--- config.mk ---
export PLATFORM = sky130hd
export DESIGN_NAME = ext_pipe
export DESIGN_NICKNAME = d
export VERILOG_FILES = /design/src/rtl/ext_pkg.sv /design/src/rtl/ext_core.sv /design/src/rtl/ext_pipe.sv
export SDC_FILE = /design/constraint.sdc
export NUM_CORES = 1
export LEC_CHECK = 0
export CORE_ASPECT_RATIO = 0.5
export CORE_MARGIN = 10
export CORE_UTILIZATION = 25
export DETAILED_ROUTE_END_ITERATION = 12
export GPL_TIMING_DRIVEN = 0
export SLEW_MARGIN = 20
export SYNTH_ARGS = -nofsm -noshare
export SYNTH_HDL_FRONTEND = slang
export SYNTH_SLANG_ARGS = --single-unit
--- constraint.sdc ---
create_clock -name clk -period 6 [get_ports clk]
set_clock_uncertainty 0.2 [all_clocks]
set_input_delay 0.9 -clock clk [delete_from_list [all_inputs] [get_ports clk]]
set_output_delay 0.9 -clock clk [all_outputs]
set_load 0.005 [all_outputs]
--- src/rtl/ext_pkg.sv ---
// Shared definitions for the pipelined immediate/load-data extender.
// Mode encodings are the 4-bit in_mode values; codes 8-15 are unused.
package ext_pkg;

   localparam int EXT_MODE_W = 4;

   typedef enum logic [EXT_MODE_W-1:0] {
      EXT_SIG   = 4'd0,
      EXT_UNSIG = 4'd1,
      EXT_LUI   = 4'd2,
      EXT_LB    = 4'd3,
      EXT_LBU   = 4'd4,
      EXT_LH    = 4'd5,
      EXT_LHU   = 4'd6,
      EXT_LW    = 4'd7
   } ext_mode_e;

endpackage

--- src/rtl/ext_core.sv ---
// Combinational mode/offset decode: immediate extension, load-data lane
// selection and extension, and misalignment detection.
module ext_core
   import ext_pkg::*;
#(
   parameter int DATA_W = 32,
   parameter int IMM_W  = 16,
   parameter int OFS_W  = $clog2(DATA_W/8)
) (
   input  logic [EXT_MODE_W-1:0] mode,
   input  logic [IMM_W-1:0]      imm,
   input  logic [DATA_W-1:0]     word,
   input  logic [OFS_W-1:0]      offset,
   output logic [DATA_W-1:0]     data,
   output logic                  misalign
);

   logic signed [IMM_W-1:0] imm_s;
   logic signed [7:0]       byte_s;
   logic signed [15:0]      half_s;
   logic signed [31:0]      word_s;

   always_comb begin
      imm_s    = imm;
      byte_s   = word[{offset, 3'b000} +: 8];
      half_s   = word[{offset[OFS_W-1:1], 4'b0000} +: 16];
      word_s   = word[31:0];
      data     = '0;
      misalign = 1'b0;
      // Sized casts of signed operands sign-extend; unsigned ones zero-extend.
      case (mode)
         EXT_SIG:   data = DATA_W'(imm_s);
         EXT_UNSIG: data = DATA_W'(imm);
         EXT_LUI:   data = DATA_W'(imm) << (DATA_W - IMM_W);
         EXT_LB:    data = DATA_W'(byte_s);
         EXT_LBU:   data = DATA_W'(byte_s[7:0]);
         EXT_LH: begin
            if (offset[0]) misalign = 1'b1;
            else           data     = DATA_W'(half_s);
         end
         EXT_LHU: begin
            if (offset[0]) misalign = 1'b1;
            else           data     = DATA_W'(half_s[15:0]);
         end
         EXT_LW: begin
            if (offset[1:0] != 2'b00) misalign = 1'b1;
            else                      data     = DATA_W'(word_s);
         end
         default: begin
            data     = '0;
            misalign = 1'b0;
         end
      endcase
   end

endmodule

--- src/rtl/ext_pipe.sv ---
// Pipelined extender: ext_core result registered into a main output stage
// backed by a one-entry skid register, with valid/ready on both sides.
module ext_pipe
   import ext_pkg::*;
#(
   parameter int DATA_W = 32,
   parameter int IMM_W  = 16,
   parameter int OFS_W  = $clog2(DATA_W/8)
) (
   input  logic                  clk,
   input  logic                  reset,
   input  logic                  in_valid,
   output logic                  in_ready,
   input  logic [EXT_MODE_W-1:0] in_mode,
   input  logic [IMM_W-1:0]      in_imm,
   input  logic [DATA_W-1:0]     in_word,
   input  logic [OFS_W-1:0]      in_offset,
   output logic                  out_valid,
   input  logic                  out_ready,
   output logic [DATA_W-1:0]     out_data,
   output logic                  out_misalign
);

   logic [DATA_W-1:0] core_data;
   logic              core_misalign;

   logic              main_valid_q, main_valid_d;
   logic [DATA_W-1:0] main_data_q,  main_data_d;
   logic              main_mis_q,   main_mis_d;
   logic              skid_valid_q, skid_valid_d;
   logic [DATA_W-1:0] skid_data_q,  skid_data_d;
   logic              skid_mis_q,   skid_mis_d;

   logic accept;
   logic drain;

   ext_core #(
      .DATA_W (DATA_W),
      .IMM_W  (IMM_W),
      .OFS_W  (OFS_W)
   ) u_core (
      .mode     (in_mode),
      .imm      (in_imm),
      .word     (in_word),
      .offset   (in_offset),
      .data     (core_data),
      .misalign (core_misalign)
   );

   assign in_ready     = ~skid_valid_q & ~reset;
   assign out_valid    = main_valid_q;
   assign out_data     = main_data_q;
   assign out_misalign = main_mis_q;

   always_comb begin
      accept       = in_valid & in_ready;
      drain        = main_valid_q & out_ready;
      main_valid_d = main_valid_q;
      main_data_d  = main_data_q;
      main_mis_d   = main_mis_q;
      skid_valid_d = skid_valid_q;
      skid_data_d  = skid_data_q;
      skid_mis_d   = skid_mis_q;
      // A full skid blocks accept, so refilling main from skid never races a new beat.
      if (drain && skid_valid_q) begin
         main_data_d  = skid_data_q;
         main_mis_d   = skid_mis_q;
         skid_valid_d = 1'b0;
      end else if (accept && (!main_valid_q || drain)) begin
         main_valid_d = 1'b1;
         main_data_d  = core_data;
         main_mis_d   = core_misalign;
      end else if (accept) begin
         skid_valid_d = 1'b1;
         skid_data_d  = core_data;
         skid_mis_d   = core_misalign;
      end else if (drain) begin
         main_valid_d = 1'b0;
      end
   end

   always_ff @(posedge clk) begin
      if (reset) begin
         main_valid_q <= 1'b0;
         main_data_q  <= '0;
         main_mis_q   <= 1'b0;
         skid_valid_q <= 1'b0;
         skid_data_q  <= '0;
         skid_mis_q   <= 1'b0;
      end else begin
         main_valid_q <= main_valid_d;
         main_data_q  <= main_data_d;
         main_mis_q   <= main_mis_d;
         skid_valid_q <= skid_valid_d;
         skid_data_q  <= skid_data_d;
         skid_mis_q   <= skid_mis_d;
      end
   end

endmodule
==> metrics, run 1 <==
worst slew pin tran=about 0.97 ns; # port buffers=88; Clock power frac=0.442; share of the synthesized area in the top cell type=0.324; status=complete, no violations; initial antenna violation count=0; Routed WL per cell=20.1 µm; Root Driver=clkbuf_16; Sink Count=68; H-tree depth=3; most frequent cell after synthesis=dfxtp_1; Final period util=0.657; sequential share of power=0.387; VDD IR max=139 µV; Vert. Die Dim=112 µm; register area share after synthesis=0.324; Worst-Skew Late Latency=0.33 ns; DRT iter0 DRCs=282; Yosys top cell by area=dfxtp_1; setup ws final=2.06 ns; NumNets Final=620; Fmax achieved=254 MHz; total number of vias=4,308; Initial Util=0.256; HPWL after DPL=12,400 µm; Synth Cell Area=~4200 µm²; synthesized area per cell=9.07 µm²; drt via density=5.43; Comb power frac=0.170; top cells by count, synth=dfxtp_1, nor2_1, a31oi_1; cell count after synthesis=463; Final min period=3.94 ns; vias in the first global route=approximately 4.3k; TritonCTS clock tree=built; number of gates resized after cts=0; worst relative slew slack=0.350; Clock transition at path regs=around 0.05 ns; Pwr Total=1220 µW; largest net degree at the start of global routing=11; DRT Pass-1 Iters=6; final hold vios=0; fin cells=approximately 790; grt ovf=0; max-slew violations=0; asr flop ratio synth=0; synth top area cells=dfxtp_1, a31oi_1, and2_1; dpl ws=2.10 ns; Pint=906 µW; Post-CTS Setup Inserts=0; CTS buffer count=9; routed wire length=roughly 16,000 µm; post-route ant nets=0; layout cells sized above 1=0.157; Ys Warns=0; Total Routing Usage GR=0.136; Worst Setup Path Type=in2out; first-pass GRT wire length=24,600 µm; Top FF cell, synth=dfxtp_1; area delta synth->final=35.2%; Crit path required time=between 4 and 5 ns; P_sw=314 µW; setup total negative slack=0 ns; Netlist cell types=51; Startpoint Class=input pin; core area=16,400 µm²; Residual DRC=0; switching part of the total power=0.257; Post-synth EDFFs=0; routability congestion estimate=0.895; Worst Path Max Fanout=10; RSZ-0062 raised after global routing=false; WP data arrival=2.84 ns; Worst Setup End Kind=primary output; max_cap viols=0; fin util=0.346; die width=approximately 200 µm; Hold Crit Class=reg2reg; Leakage Power=0.00189 µW; antenna cells=0; Syn Nets=around 520; clk buf depth=2; final setup fails=0; # rows=33; PD cells=between 200 and 250 nW/µm²; placed insts=between 700 and 800; IO Count=93; #FFs+latches synth=68; full die area=approximately 23,000 µm²; CTS hold repair buffers=0
-- path summary, 6_finish.rpt --
check / from / end / slack (ns) / depth (start not counted)
min reg2reg: skid_mis_q / skid_mis_q / 0.28 / 2
min: skid_mis_q / skid_mis_q / 0.28 / 2
max reg2reg: skid_valid_q / out_data[11] / 3.65 / 6
max: reset / in_ready / 2.06 / 5
-- state kept, by name, indices dropped and copies added, names as in the netlist --
signal / flops
out_data: 32
out_misalign: 1
out_valid: 1
skid_data_q: 32
skid_mis_q: 1
skid_valid_q: 1
-- per-layer routing --
layer | wire length (µm) | GRT usage | vias to the layer above | part of all wire
met3 | 1010 | 0.0341 | 14 | 0.064
li1 | - | - | 1993 | -
met4 | 177 | 0.0341 | 0 | 0.011
met5 | 0 | 0 | - | 0
met2 | 7870 | 0.230 | 131 | 0.49
met1 | 6860 | 0.168 | 2170 | 0.43
-- cells by family (layout without fill, tap and decap cells) --
kind of cell,count (synthesis),count (layout),synth area share
compound gates,175,175,0.361
simple gates,131,131,0.169
buf+inv,71,174,0.0795
flops,68,68,0.324
mux,16,16,0.0623
xor+xnor,2,2,0.00417
-- placed cells by master, fill, tap and decap left out, types with 5 or more instances in the layout --
cell type        netlist  final
buf_2                  6      6
nand2_1               29     29
buf_6                  6      6
o32ai_2                6      6
a2111oi_1              6      6
mux2i_1                7      7
a311oi_1              11     11
clkbuf_16              0      9
clkdlybuf4s50_1        0     88
a211oi_2              10     10
a31oi_1               33     33
dfxtp_1               68     68
a22oi_1               18     18
a31o_2                10     10
nor2_1                35     35
a221oi_2              10     10
clkbuf_1              30     30
a21oi_1                5      5
a211oi_1              19     19
inv_1                 21     21
o22ai_1               24     24
and2_1                32     32
a311oi_2               5      5
o211a_1                8      8
clkbuf_8               0      6
mux4_2                 8      8
nor3_1                11     11
-- through the flow --
step | hold slack (ns) | cell area (µm²)
final | 0.278 | 5680
after global routing | 0.315 | 5680
after detailed placement | 0.275 | 5370
after floorplan | 0.250 | 4200
after CTS | 0.282 | 5670
after global placement | 0.263 | 5370
-- final cells by class --
| type | count | area, µm² |
|---|---|---|
| fillers | 1731 | 10800 |
| well taps | 227 | 284 |
| flip-flops and latches | 68 | 1360 |
| inverters | 22 | 82.6 |
| repair buffers | 88 | 881 |
| plain buffers | 49 | 251 |
| multi-input cells | 324 | 2510 |
| clock buffers | 15 | 308 |
-- power by group through the flow --
stage | Clock [µW] | Sequential, µW | Combinational [µW]
after floorplan | 0 | 480 | 110
after global placement | 0 | 482 | 203
after detailed placement | 0 | 482 | 205
after CTS | 543 | 472 | 206
after global routing | 566 | 474 | 222
final | 540 | 472 | 208
-- worst max-delay path: stages --
cell,delay [ns]
clkbuf_1,0.40
clkbuf_1,0.45
buf_1,0.51
nor2_1,0.09
clkdlybuf4s50_1,0.49
Power figures use the tool's default switching activity.
==> run 2, diff against run 1 <==
clock period = 4 ns   (was 6 ns; I/O delays follow)
==> results of run 2 <==
Same layout as run 1 (identical final DEF). Status: complete, no violations.
Main changes from that run: setup slack after placement 2.10 ns -> 0.566 ns; setup slack after layout 2.06 ns -> 0.656 ns; register-to-register setup slack 3.65 ns -> 1.65 ns; total power 1220 µW -> 1830 µW; worst IR drop on VDD 139 µV -> 208 µV
